$ cat config.mk
export PLATFORM = sky130hd
export DESIGN_NAME = serial_subtractor4_flat
export DESIGN_NICKNAME = d
export VERILOG_FILES = /design/src/rtl/serial_sub_pkg.sv /design/src/rtl/serial_subtractor4_if.sv /design/src/rtl/full_subtractor1.sv /design/src/rtl/serial_subtractor4.sv /design/src/flat_wrapper.sv
export SDC_FILE = /design/constraint.sdc
export NUM_CORES = 1
export LEC_CHECK = 0
export BUFFER_PORTS_ARGS = -buffer_cell sky130_fd_sc_hd__buf_2
export CORE_ASPECT_RATIO = 0.9
export CORE_UTILIZATION = 46
export DETAILED_ROUTE_END_ITERATION = 16
export PLACE_DENSITY = 0.7
export SLEW_MARGIN = 20
export SYNTH_ARGS = -nofsm -noshare
export SYNTH_HDL_FRONTEND = slang
export SYNTH_SLANG_ARGS = --single-unit
export TNS_END_PERCENT = 1
$ cat constraint.sdc
create_clock -name clk -period 1.1 [get_ports clk]
set_input_delay 0.165 -clock clk [delete_from_list [all_inputs] [get_ports clk]]
set_output_delay 0.165 -clock clk [all_outputs]
set_load 0.1 [all_outputs]
$ cat src/rtl/serial_sub_pkg.sv
// Shared types and sizing for the bit-serial subtractor.
package serial_sub_pkg;

  typedef enum logic [1:0] {
    StIdle,
    StRun,
    StDone
  } state_e;

  localparam int unsigned DEFAULT_WIDTH = 4;
  localparam int unsigned CNT_W         = $clog2(DEFAULT_WIDTH);

  // Bit-counter width for an arbitrary operand width.
  function automatic int unsigned cnt_width(input int unsigned width);
    return $clog2(width);
  endfunction

endpackage

$ cat src/rtl/serial_subtractor4_if.sv
// Start/busy/done handshake and operand/result bus for serial_subtractor4.
// The ovf signal exists only when SUB_OVF_EN is defined.
interface serial_subtractor4_if #(
  parameter int unsigned WIDTH = serial_sub_pkg::DEFAULT_WIDTH
);
  logic             start;
  logic [WIDTH-1:0] a;
  logic [WIDTH-1:0] b;
  logic             bin;
  logic             busy;
  logic             done;
  logic [WIDTH-1:0] d;
  logic             bo;
`ifdef SUB_OVF_EN
  logic             ovf;
`endif

  modport master (
    output start, a, b, bin,
`ifdef SUB_OVF_EN
    input  ovf,
`endif
    input  busy, done, d, bo
  );

  modport slave (
    input  start, a, b, bin,
`ifdef SUB_OVF_EN
    output ovf,
`endif
    output busy, done, d, bo
  );

endinterface

$ cat src/rtl/full_subtractor1.sv
// Combinational 1-bit full subtractor: d = x - y - bi.
module full_subtractor1 (
  input  logic i_x,
  input  logic i_y,
  input  logic i_bi,
  output logic o_d,
  output logic o_bo
);

  assign o_d  = i_x ^ i_y ^ i_bi;
  assign o_bo = (~i_x & i_y) | (~(i_x ^ i_y) & i_bi);

endmodule

$ cat src/rtl/serial_subtractor4.sv
// Bit-serial subtractor, LSB first, one bit per cycle with a registered borrow.
// Optional signed-overflow output is enabled by defining SUB_OVF_EN.
module serial_subtractor4
  import serial_sub_pkg::*;
#(
  parameter int unsigned WIDTH = DEFAULT_WIDTH
) (
  input  logic                   clk,
  input  logic                   rst,
  serial_subtractor4_if.slave    bus
);

  localparam int unsigned CntW = cnt_width(WIDTH);

  state_e           r_state;
  state_e           w_state_nxt;
  logic [WIDTH-1:0] r_a;
  logic [WIDTH-1:0] r_b;
  logic [WIDTH-1:0] r_diff;
  logic [WIDTH-1:0] r_d;
  logic             r_br;
  logic             r_bo;
  logic [CntW-1:0]  r_cnt;
  logic             w_accept;
  logic             w_last;
  logic             w_fs_d;
  logic             w_fs_bo;
  logic [WIDTH-1:0] w_diff_nxt;
`ifdef SUB_OVF_EN
  logic             r_a_msb;
  logic             r_b_msb;
  logic             r_ovf;
`endif

  full_subtractor1 u_fs (
    .i_x  (r_a[0]),
    .i_y  (r_b[0]),
    .i_bi (r_br),
    .o_d  (w_fs_d),
    .o_bo (w_fs_bo)
  );

  assign w_diff_nxt = {w_fs_d, r_diff[WIDTH-1:1]};
  assign w_last     = (r_cnt == CntW'(WIDTH - 1));

  always_comb begin
    w_state_nxt = r_state;
    w_accept    = 1'b0;
    unique case (r_state)
      StIdle: begin
        if (bus.start) begin
          w_accept    = 1'b1;
          w_state_nxt = StRun;
        end
      end
      StRun: begin
        if (w_last) w_state_nxt = StDone;
      end
      StDone: begin
        if (bus.start) begin
          w_accept    = 1'b1;
          w_state_nxt = StRun;
        end else begin
          w_state_nxt = StIdle;
        end
      end
      default: w_state_nxt = StIdle;
    endcase
  end

  always_ff @(posedge clk) begin
    if (rst) begin
      r_state <= StIdle;
      r_a     <= '0;
      r_b     <= '0;
      r_diff  <= '0;
      r_d     <= '0;
      r_br    <= 1'b0;
      r_bo    <= 1'b0;
      r_cnt   <= '0;
`ifdef SUB_OVF_EN
      r_a_msb <= 1'b0;
      r_b_msb <= 1'b0;
      r_ovf   <= 1'b0;
`endif
    end else begin
      r_state <= w_state_nxt;
      if (w_accept) begin
        r_a   <= bus.a;
        r_b   <= bus.b;
        r_br  <= bus.bin;
        r_cnt <= '0;
`ifdef SUB_OVF_EN
        // MSBs are shifted away during RUN, so keep them for the overflow test.
        r_a_msb <= bus.a[WIDTH-1];
        r_b_msb <= bus.b[WIDTH-1];
`endif
      end else if (r_state == StRun) begin
        r_a    <= r_a >> 1;
        r_b    <= r_b >> 1;
        r_br   <= w_fs_bo;
        r_diff <= w_diff_nxt;
        r_cnt  <= r_cnt + CntW'(1);
        if (w_last) begin
          r_d  <= w_diff_nxt;
          r_bo <= w_fs_bo;
`ifdef SUB_OVF_EN
          r_ovf <= (r_a_msb != r_b_msb) & (w_fs_d != r_a_msb);
`endif
        end
      end
    end
  end

  assign bus.busy = (r_state == StRun);
  assign bus.done = (r_state == StDone);
  assign bus.d    = r_d;
  assign bus.bo   = r_bo;
`ifdef SUB_OVF_EN
  assign bus.ovf  = r_ovf;
`endif

endmodule
$ cat src/flat_wrapper.sv
// flat-port wrapper written by rule: the top's interface ports become plain ports
module serial_subtractor4_flat import serial_sub_pkg::*;
#(
  parameter int unsigned WIDTH = DEFAULT_WIDTH
)
  (clk, rst, bus_start, bus_a, bus_b, bus_bin, bus_busy, bus_done, bus_d, bus_bo);
  serial_subtractor4_if #(.WIDTH(WIDTH)) bus_i ();
  input  logic clk;
  input  logic rst;
  input wire logic [$bits(bus_i.start)-1:0] bus_start;
  input wire logic [$bits(bus_i.a)-1:0] bus_a;
  input wire logic [$bits(bus_i.b)-1:0] bus_b;
  input wire logic [$bits(bus_i.bin)-1:0] bus_bin;
  output wire logic [$bits(bus_i.busy)-1:0] bus_busy;
  output wire logic [$bits(bus_i.done)-1:0] bus_done;
  output wire logic [$bits(bus_i.d)-1:0] bus_d;
  output wire logic [$bits(bus_i.bo)-1:0] bus_bo;
  assign bus_i.start = bus_start;
  assign bus_i.a = bus_a;
  assign bus_i.b = bus_b;
  assign bus_i.bin = bus_bin;
  assign bus_busy = bus_i.busy;
  assign bus_done = bus_i.done;
  assign bus_d = bus_i.d;
  assign bus_bo = bus_i.bo;
  serial_subtractor4 #(.WIDTH(WIDTH)) u_core (.clk(clk), .rst(rst), .bus(bus_i));
endmodule
==> impl_results.md <==
- GRT Util Overall: 0.189
- Crit path launch type: register
- Port-buffer cells: 18
- Final Cycle Share: 1.16
- Placed cell count: 137
- Initial drt markers: 6
- CTS Sinks: 21
- Combinational share of power: 0.185
- Post-synth ARST share: 0
- Clk_skew: 3.52 ps
- Met3 usage: 0.0250
- Hold Fails Final Rpt: 0
- Crit path DAT: 1110 ps
- Hold WC Path Type: in -> reg
- Net count, final: 132
- Most instantiated cells after synthesis: dfxtp_1, a21oi_1, nand3_1
- RSZ-0062 raised after global routing: yes
- DR pass1 iterations: 4
- Fill cells: 127
- EDFF count, synth: 0
- Non-Filler Instances: 141
- Internal: 1.06 mW
- Area contributors post-synth: dfxtp_1, a21oi_1, nand3_1
- R2R Setup Slk: -80 ps
- Max cap viols: 0
- WL final: 1730 µm
- Switch Pwr: 397 µW
- Crit path kind: reg -> out
- Die footprint: 2090 µm²
- I/O Pins: 19
- DPL Wire Length: 1170 µm
- Leak: 0.453 nW
- DRC: 0
- Via count: 720
- Largest net degree at the start of global routing: 22
- Minimum clock period after layout: 1270 ps
- Post-Syn Instances: 96
- Count leader, synth: dfxtp_1
- Clock power share: 0.251
- Sequential Power Share: 0.564
- Synth Flop Type: dfxtp_1
- Critical Path Slowest Stage Cell: dfxtp_2
- Final setup fails: 14
- Clk Tree Root Cell: clkbuf_4
- Die height: 43.5 µm
- CP max stage delay: 340 ps
- Cell variety after synth: 25
- Post-synth top area share: 0.478
- H-tree levels: 1
- Outcome: complete, but fails checks
- Final WS setup: -171 ps
- Final Max Slew Viols: 0
- CORE AREA: 1730 µm²
- Met1 Resource Use GR: 0.237
- # rows: 14
- Ant. Diodes: 0
- Synth area leader: dfxtp_1
- Pwr dens: 1180 nW/µm²
- Fmax: 787 MHz
- TritonCTS Buffers: 3
- Antenna Nets Post-Route: 0
- Clock slew at reported path FFs: 110 ps
- Final GP Congestion: 0.717
- Layout area overhead: 40.4%
- Vias per cell: 5.11
- Failing checks: negative setup slack
- Die W: 48.1 µm
- Antenna violations before repair: 0
- CTS tree: done
- First-pass GRT wire length: 2730 µm
- Crit-path max FO: 2
- Core Util, Final: 0.712
- Tightest Pin Transition: 394 ps
- GR Util met2: 0.308
- Fraction of layout cells with a size suffix above 1: 0.427
- Synth warnings: 0
- CP Capture Type: primary output
- Crit path required time: 940 ps
- Layer with the highest usage: met2
- Switch share: 0.272
- Syn_area_per_cell: 9.16 µm²
- Register bit total from synthesis: 21
- Grt ovf: 0
- Initial Util: 0.507
- Worst vdd ir: 0.853 mV
- Vias in the first global route: 655
- Slew margin rel.: 0.737
- Worst skew pair latency: 300 ps
- Crit path cell chain: buf_6 -> and2b_2 -> buf_12
- Mapped Nets: 110
- Synthesized cell area: 880 µm²
- WL per Instance: 12.3 µm
- Clock Tree Buf Depth: 2
- Sequential share of the synthesized area: 0.478
[worst paths after layout]
path,startpoint,to,cells after the start
worst max-delay path,u_core.r_state[1]$_SDFFE_PP0P_,bus_done,3
worst min-delay path,bus_b[3],u_core.r_b[3]$_SDFFE_PP0P_,3
worst max register to register,u_core.r_b[0]$_SDFFE_PP0P_,u_core.r_diff[3]$_SDFFE_PP0P_,4
worst min register to register,u_core.r_b[0]$_SDFFE_PP0P_,u_core.r_b[0]$_SDFFE_PP0P_,2
[cell type report]
class	count	area, µm²	area share
Tap cell	24	30.0	0.0243
Multi-Input combinational cell	64	447	0.362
Inverter	3	23.8	0.0193
Sequential cell	21	428	0.347
Clock buffer	4	26.3	0.0213
Timing Repair Buffer	25	280	0.227
[worst max-delay path: cells and delay by family, from the launching register on]
family	cells	cell delay (ps)
DFF	1	340
and+or+nand+nor	1	200
buffers and inverters	2	260
[stage by stage]
stage	total power [mW]	cell area, µm²	hold WS (ps)	setup TNS (ps)	worst slack [ps]
after global placement	1.07	1120	406	-68.1	-29.1
after floorplan	1.00	882	225	-631	-143
after CTS	1.44	1180	85.5	-752	-184
final	1.46	1230	88.3	-754	-171
after detailed placement	1.07	1120	415	-190	-62.9
after global routing	1.51	1230	89.7	-1600	-204
[layout by cell type, fill, tap and decap left out, types with 2 or more instances in the layout]
master	netlist	layout
dfxtp_1	21	15
buf_4	1	3
nand3_1	13	13
a21oi_1	17	15
clkbuf_4	0	3
dfxtp_2	0	6
a22oi_2	0	5
buf_12	1	9
a21oi_2	0	2
nor2_1	2	2
nand2_1	12	12
inv_1	2	2
buf_2	2	11
buf_6	1	2
[power groups by stage]
stage,Sequential [mW],Clock (mW),Combinational (mW)
CTS,0.817,0.370,0.253
detailed placement,0.832,0,0.241
floorplan,0.826,0,0.175
global placement,0.829,0,0.237
global route,0.826,0.394,0.294
finish,0.823,0.366,0.269
[per-layer routing]
metal / up-vias / part of all wire
met5: - / 0
met4: 0 / 0.010
met3: 2 / 0.027
met2: 11 / 0.51
met1: 328 / 0.45
li1: 379 / -
[registers in the layout, summed over array words and instances, names as in the netlist]
register        count
u_core.r_b          4
u_core.bus.bo       1
u_core.r_cnt        2
u_core.r_br         1
u_core.r_state      2
u_core.r_a          4
u_core.r_diff       3
u_core.bus.d        4
[logic make-up (layout without fill, tap and decap cells)]
group / count (synthesis) / in the layout / share of synthesized area
simple gates: 34 / 34 / 0.191
compound gates: 26 / 26 / 0.183
flops: 21 / 21 / 0.478
buf+inv: 11 / 32 / 0.0896
fa+ha+maj: 2 / 2 / 0.0370
xor+xnor: 1 / 1 / 0.00996
mux: 1 / 1 / 0.0114
[what timing repair did]
| item | CTS | global route |
|---|---|---|
| hold buffers | 0 | 0 |
| pin swaps | 0 | 2 |
| setup endpoints to repair | 12 | 20 |
| setup buffers | 1 | 0 |
| resized for setup | 12 | 12 |
Note: power is estimated with default switching activity, not from simulation.
